## src/rtl/dmem_bus_arbiter_if.sv

```systemverilog
// Bus bundle shared by the MEM stage (C), the UART engine (U) and the data memory,
// as seen around dmem_bus_arbiter.
interface dmem_bus_arbiter_if #(
    parameter int ADDR_W = 32,
    parameter int DATA_W = 32
);
    logic              c_read;
    logic              c_write;
    logic [ADDR_W-1:0] c_addr;
    logic [DATA_W-1:0] c_wdata;
    logic              c_stall;
    logic              u_req;
    logic              u_write;
    logic [ADDR_W-1:0] u_addr;
    logic [DATA_W-1:0] u_wdata;
    logic              u_gnt;
    logic              mem_read;
    logic              mem_write;
    logic [ADDR_W-1:0] mem_addr;
    logic [DATA_W-1:0] mem_wdata;
    logic [DATA_W-1:0] mem_rdata;
    logic [DATA_W-1:0] rdata;

    modport slave (
        input  c_read, c_write, c_addr, c_wdata,
        input  u_req, u_write, u_addr, u_wdata,
        input  mem_rdata,
        output c_stall, u_gnt,
        output mem_read, mem_write, mem_addr, mem_wdata,
        output rdata
    );

    modport master (
        output c_read, c_write, c_addr, c_wdata,
        output u_req, u_write, u_addr, u_wdata,
        output mem_rdata,
        input  c_stall, u_gnt,
        input  mem_read, mem_write, mem_addr, mem_wdata,
        input  rdata
    );
endinterface

```

## src/rtl/dmem_bus_arbiter.sv

```systemverilog
// Two-owner arbiter for the data-memory bus: MEM stage (C) vs UART engine (U), with
// bounded U starvation and bounded U bursts. Define ARB_STATS_EN for the stall counter.
module dmem_bus_arbiter #(
    parameter int ADDR_W    = 32,
    parameter int DATA_W    = 32,
    parameter int MAX_WAIT  = 4,
    parameter int BURST_MAX = 8
) (
    input  logic              clk,
    input  logic              rst_n,
    dmem_bus_arbiter_if.slave bus,
    output logic [15:0]       stall_cnt
);
    localparam int WAIT_W  = $clog2(MAX_WAIT) + 1;
    localparam int BURST_W = $clog2(BURST_MAX) + 1;

    typedef enum logic {
        OWN_C = 1'b0,
        OWN_U = 1'b1
    } state_t;

    state_t             state;
    logic [WAIT_W-1:0]  wait_cnt;
    logic [BURST_W-1:0] burst_cnt;

    logic              c_act;
    logic              sel_read;
    logic              sel_write;
    logic [ADDR_W-1:0] sel_addr;
    logic [DATA_W-1:0] sel_wdata;
    logic              gnt;
    logic              c_stall_i;

    assign c_act = bus.c_read | bus.c_write;

    // Bus steering follows the registered owner with no added latency; reset silences both strobes.
    always_comb begin
        sel_read  = bus.c_read;
        sel_write = bus.c_write;
        sel_addr  = bus.c_addr;
        sel_wdata = bus.c_wdata;
        gnt       = 1'b0;
        c_stall_i = 1'b0;
        if (state == OWN_U) begin
            sel_read  = bus.u_req & ~bus.u_write;
            sel_write = bus.u_req & bus.u_write;
            sel_addr  = bus.u_addr;
            sel_wdata = bus.u_wdata;
            gnt       = bus.u_req;
            c_stall_i = c_act;
        end
        if (!rst_n) begin
            sel_read  = 1'b0;
            sel_write = 1'b0;
            gnt       = 1'b0;
            c_stall_i = 1'b0;
        end
    end

    assign bus.mem_read  = sel_read;
    assign bus.mem_write = sel_write;
    assign bus.mem_addr  = sel_addr;
    assign bus.mem_wdata = sel_wdata;
    assign bus.u_gnt     = gnt;
    assign bus.c_stall   = c_stall_i;
    assign bus.rdata     = bus.mem_rdata;

    always_ff @(posedge clk or negedge rst_n) begin
        if (!rst_n) begin
            state     <= OWN_C;
            wait_cnt  <= '0;
            burst_cnt <= '0;
        end else begin
            case (state)
                OWN_C: begin
                    if (bus.u_req) begin
                        if (!c_act || wait_cnt == WAIT_W'(MAX_WAIT - 1)) begin
                            state    <= OWN_U;
                            wait_cnt <= '0;
                        end else begin
                            wait_cnt <= wait_cnt + WAIT_W'(1);
                        end
                    end else begin
                        wait_cnt <= '0;
                    end
                end
                OWN_U: begin
                    // A dropped request costs one idle bus cycle before C gets the bus back.
                    if (bus.u_req) begin
                        if (burst_cnt == BURST_W'(BURST_MAX - 1)) begin
                            state     <= OWN_C;
                            burst_cnt <= '0;
                        end else begin
                            burst_cnt <= burst_cnt + BURST_W'(1);
                        end
                    end else begin
                        state     <= OWN_C;
                        burst_cnt <= '0;
                    end
                end
                default: begin
                    state     <= OWN_C;
                    wait_cnt  <= '0;
                    burst_cnt <= '0;
                end
            endcase
        end
    end

`ifdef ARB_STATS_EN
    always_ff @(posedge clk or negedge rst_n) begin
        if (!rst_n) begin
            stall_cnt <= 16'h0000;
        end else if (c_stall_i && stall_cnt != 16'hFFFF) begin
            stall_cnt <= stall_cnt + 16'd1;
        end
    end
`else
    assign stall_cnt = 16'h0000;
`endif

endmodule
```

## src/flat_wrapper.sv

```systemverilog
// flat-port wrapper written by rule: the top's interface ports become plain ports
module dmem_bus_arbiter_flat 
#(
    parameter int ADDR_W    = 32,
    parameter int DATA_W    = 32,
    parameter int MAX_WAIT  = 4,
    parameter int BURST_MAX = 8
)
  (clk, rst_n, stall_cnt, bus_c_read, bus_c_write, bus_c_addr, bus_c_wdata, bus_u_req, bus_u_write, bus_u_addr, bus_u_wdata, bus_mem_rdata, bus_c_stall, bus_u_gnt, bus_mem_read, bus_mem_write, bus_mem_addr, bus_mem_wdata, bus_rdata);
  dmem_bus_arbiter_if #(.ADDR_W(ADDR_W), .DATA_W(DATA_W)) bus_i ();
  input  logic clk;
  input  logic rst_n;
  output logic [15:0] stall_cnt;
  input wire logic [$bits(bus_i.c_read)-1:0] bus_c_read;
  input wire logic [$bits(bus_i.c_write)-1:0] bus_c_write;
  input wire logic [$bits(bus_i.c_addr)-1:0] bus_c_addr;
  input wire logic [$bits(bus_i.c_wdata)-1:0] bus_c_wdata;
  input wire logic [$bits(bus_i.u_req)-1:0] bus_u_req;
  input wire logic [$bits(bus_i.u_write)-1:0] bus_u_write;
  input wire logic [$bits(bus_i.u_addr)-1:0] bus_u_addr;
  input wire logic [$bits(bus_i.u_wdata)-1:0] bus_u_wdata;
  input wire logic [$bits(bus_i.mem_rdata)-1:0] bus_mem_rdata;
  output wire logic [$bits(bus_i.c_stall)-1:0] bus_c_stall;
  output wire logic [$bits(bus_i.u_gnt)-1:0] bus_u_gnt;
  output wire logic [$bits(bus_i.mem_read)-1:0] bus_mem_read;
  output wire logic [$bits(bus_i.mem_write)-1:0] bus_mem_write;
  output wire logic [$bits(bus_i.mem_addr)-1:0] bus_mem_addr;
  output wire logic [$bits(bus_i.mem_wdata)-1:0] bus_mem_wdata;
  output wire logic [$bits(bus_i.rdata)-1:0] bus_rdata;
  assign bus_i.c_read = bus_c_read;
  assign bus_i.c_write = bus_c_write;
  assign bus_i.c_addr = bus_c_addr;
  assign bus_i.c_wdata = bus_c_wdata;
  assign bus_i.u_req = bus_u_req;
  assign bus_i.u_write = bus_u_write;
  assign bus_i.u_addr = bus_u_addr;
  assign bus_i.u_wdata = bus_u_wdata;
  assign bus_i.mem_rdata = bus_mem_rdata;
  assign bus_c_stall = bus_i.c_stall;
  assign bus_u_gnt = bus_i.u_gnt;
  assign bus_mem_read = bus_i.mem_read;
  assign bus_mem_write = bus_i.mem_write;
  assign bus_mem_addr = bus_i.mem_addr;
  assign bus_mem_wdata = bus_i.mem_wdata;
  assign bus_rdata = bus_i.rdata;
  dmem_bus_arbiter #(.ADDR_W(ADDR_W), .DATA_W(DATA_W), .MAX_WAIT(MAX_WAIT), .BURST_MAX(BURST_MAX)) u_core (.clk(clk), .rst_n(rst_n), .bus(bus_i), .stall_cnt(stall_cnt));
endmodule
```

## config.mk

```make
export PLATFORM = sky130hd
export DESIGN_NAME = dmem_bus_arbiter_flat
export DESIGN_NICKNAME = d
export VERILOG_FILES = /design/src/rtl/dmem_bus_arbiter_if.sv /design/src/rtl/dmem_bus_arbiter.sv /design/src/flat_wrapper.sv
export SDC_FILE = /design/constraint.sdc
export NUM_CORES = 1
export LEC_CHECK = 0
export CAP_MARGIN = 40
export CORE_AREA = 2 2 110 112
export CTS_BUF_LIST = sky130_fd_sc_hd__clkbuf_16
export CTS_CLUSTER_SIZE = 20
export DETAILED_ROUTE_END_ITERATION = 8
export DIE_AREA = 0 0 112 114
export PLACE_DENSITY_LB_ADDON = 0.2
export SYNTH_ARGS = -nofsm -noshare
export SYNTH_HDL_FRONTEND = slang
export SYNTH_SLANG_ARGS = --single-unit
```

## constraint.sdc

```tcl
create_clock -name clk -period 3.2 [get_ports clk]
set_clock_uncertainty 0.2 [all_clocks]
set_input_delay 0.48 -clock clk [delete_from_list [all_inputs] [get_ports clk]]
set_output_delay 0.48 -clock clk [all_outputs]
set_load 0.01 [all_outputs]
```

==> metrics.md <==
| Metric | Value |
|---|---|
| Crit path launch type | flop |
| Status | finished, final reports clean |
| FP Rows | 40 |
| Dpl hpwl | about 5500 um |
| Initial Utilization | 14.0% |
| Total routed wire length on the met1 layer | 2530 um |
| Post-Syn Area | 1640 sq um |
| Reg area | 201 sq um |
| Slew Viols, Final | 0 |
| GPL Wtd Cong | 0.710 |
| Yosys warnings | 0 |
| Static Leak | between 1 and 1.5 nW |
| Cells after synthesis | 169 |
| Routed wire per std cell | 13.4 um |
| First-pass GRT wire length | 9340 um |
| Period minus WS final | 2780 ps |
| Slew @ Worst Pin | 541 ps |
| Biggest cell delay along the critical path | approximately 700 ps |
| Layout fillers | between 1000 and 1500 |
| VDD IR max | between 0.15 and 0.2 mV |
| CP Cell Sequence | buf_12 -> mux2_2 -> clkdlybuf4s50_1 |
| Hold-fix buffers, CTS | 0 |
| Antenna cells | 0 |
| Die H | 114 um |
| Worst-skew pair later-pin latency | about 240 ps |
| Crit Path Max Fanout | 30 |
| Pwr Density | between 200 and 300 nW/um^2 |
| Maximum number of pins on one net before global-route repair | 31 |
| Max layer used | met4 |
| Mean Syn Cell Area | 9.68 sq um |
| Tcrit/Tclk final | 86.8% |
| Die Wd | 112 um |
| Vias in the first global route | 1735 |
| Total gr overflow | 0 |
| Final WL | 6490 um |
| Routed met3 length | 640 um |
| Max Buffers Root-to-Sink | 2 |
| FMAX | 360 MHz |
| Final Non-Filler Cells | 483 |
| Slew Limit Headroom | 64.0% |
| Utilization after layout | 30.4% |
| Initial antenna violation count | 0 |
| Setup TNS | 0 ps |
| H-Tree Depth | 1 |
| Seq/Total Area, Yosys | 12.2% |
| Port bufs | between 200 and 250 |
| Vias per cell | 3.73 |
| Via count | about 1800 |
| RSZ-0062 raised after global routing | no |
| Num CTS Buffers | 3 |
| Clk sinks | 8 |
| Max cap viols | 0 |
| Setup Crit Path Kind | flop to output port |
| Multi-input gate area | 1010 sq um |
| Nets | between 500 and 600 |
| Layout cells sized above 1 | 22.6% |
| Clock slew at reported path FFs | 40 ps |
| Clock root cell | clkbuf_16 |
| Power Total | 0.00103 W |
| Total track usage | 9.14% |
| Met2 WL | 3280 um |
| CTS tree | done |
| Critical-path top delay cell | dfrtp_2 |
| Gates resized, CTS repair | 0 |
| DRT iter0 DRCs | 28 |
| Remaining DRCs | 0 |
| Die area | roughly 13000 sq um |
| Hold WC Path Type | flop to flop |
| Area Growth Syn to Fin | 118% |
| Setup bufs post-CTS | 0 |
| Synthesized flop and latch total | 8 |
| Data required time of the critical path | about 2500 ps |
| Core Area | roughly 12000 sq um |
| Worst Setup End Kind | output port |
| ANT nets after route | 0 |
| Final setup viols | 0 |
| # placed instances | 479 |
| I/O pins | ~280 |
| Worst EP arrival | 2100 ps |
| Final hold violations | 0 |
| Number of library cell types mapped by synthesis | 26 |
| R2R setup slack | 1560 ps |
| First drt pass iteration count | 4 |
## cell usage after synthesis
cell       number  area [sq um]
a21boi_1        1          7.51
a311o_2         1          11.3
and2_1          1          6.26
and3_1          1          6.26
buf_4          50           375
buf_6           6          67.6
buf_8           1          15.0
conb_1          1          3.75
dfrtp_1         8           200
ha_1            3          37.5
inv_1           5          18.8
mux2_2         64           721
nand2_1         4          15.0
nand2_2         1          6.26
nand2b_1        4          25.0
nand3_1         3          15.0
nand3b_1        1          7.51
nor2_1          1          3.75
nor2b_1         1          6.26
nor4_2          1          12.5
o211a_1         1          10.0
o21ai_0         5          25.0
o21ba_2         1          10.0
o22ai_1         2          12.5
o2bb2ai_1       1          8.76
o31ai_1         1          7.51
## placed cells by master, fill, tap and decap left out, types with 3 or more instances in the layout
cell	netlist	layout
inv_1	5	6
ha_1	3	3
o21ai_0	5	5
dfrtp_1	8	7
nand2b_1	4	4
conb_1	1	16
mux2_2	64	64
clkdlybuf4s50_1	0	201
clkbuf_16	0	3
nand2_1	4	4
nand3_1	3	3
## worst max-delay path: cells and delay by family (launching register included)
| family | cells | cell delay (ps) |
|---|---|---|
| mux | 1 | 380 |
| buf+inv | 2 | 750 |
| flops | 1 | 700 |
## power breakdown
group / internal (W) / switching (W)
combinational: 0.000444 / 0.000210
clock: 0.000163 / 0.0000540
sequential: 0.000124 / 0.0000348
total: 0.000732 / 0.000298
## through the flow
stage	hold slack [ps]	instance area (sq um)	setup slack [ps]
2_1_floorplan	-15.6	1690	1540
3_3_place_gp	271	3490	546
3_5_place_dp	282	3490	550
4_1_cts	294	3560	383
5_1_grt	329	3560	295
6_report	288	3560	423
## final timing paths
path / start / end / cells past startpoint
max: u_core.state / bus_mem_addr[18] / 3
min: u_core.wait_cnt[2] / u_core.wait_cnt[2] / 2
max reg2reg: u_core.wait_cnt[0] / u_core.wait_cnt[0] / 5
min reg2reg: u_core.wait_cnt[2] / u_core.wait_cnt[2] / 2
max in group asynchronous: rst_n / u_core.state / 2
min in group asynchronous: rst_n / u_core.burst_cnt[3] / 2
## cell type report
class,instances,share of cell area (%)
Clock inverter,1,0.105
Clock buffer,3,2.11
Sequential cell,8,5.65
Tap cell,147,5.16
Timing Repair Buffer,205,58.0
Inverter,5,0.527
Multi-Input combinational cell,114,28.5
## sequential cells by signal, indices dropped and copies added (netlist names)
| signal | flops |
|---|---|
| u_core.burst_cnt | 4 |
| u_core.state | 1 |
| u_core.wait_cnt | 3 |
## routing by layer
| layer | vias up | global-route usage, % |
|---|---|---|
| li1 | 858 | - |
| met5 | - | 0 |
| met1 | 822 | 11.0 |
| met4 | 0 | 1.79 |
| met3 | 5 | 2.71 |
| met2 | 117 | 16.3 |
## kinds of logic (layout without fill, tap and decap cells)
family / after synthesis / in the layout / share of synthesized area, %
compound gates: 13 / 13 / 5.66
fa+ha+maj: 3 / 3 / 2.30
buf+inv: 62 / 214 / 29.2
flops: 8 / 8 / 12.2
mux: 64 / 64 / 44.1
other cells: 1 / 16 / 0.229
simple gates: 18 / 18 / 6.35
Power figures use the tool's default switching activity.
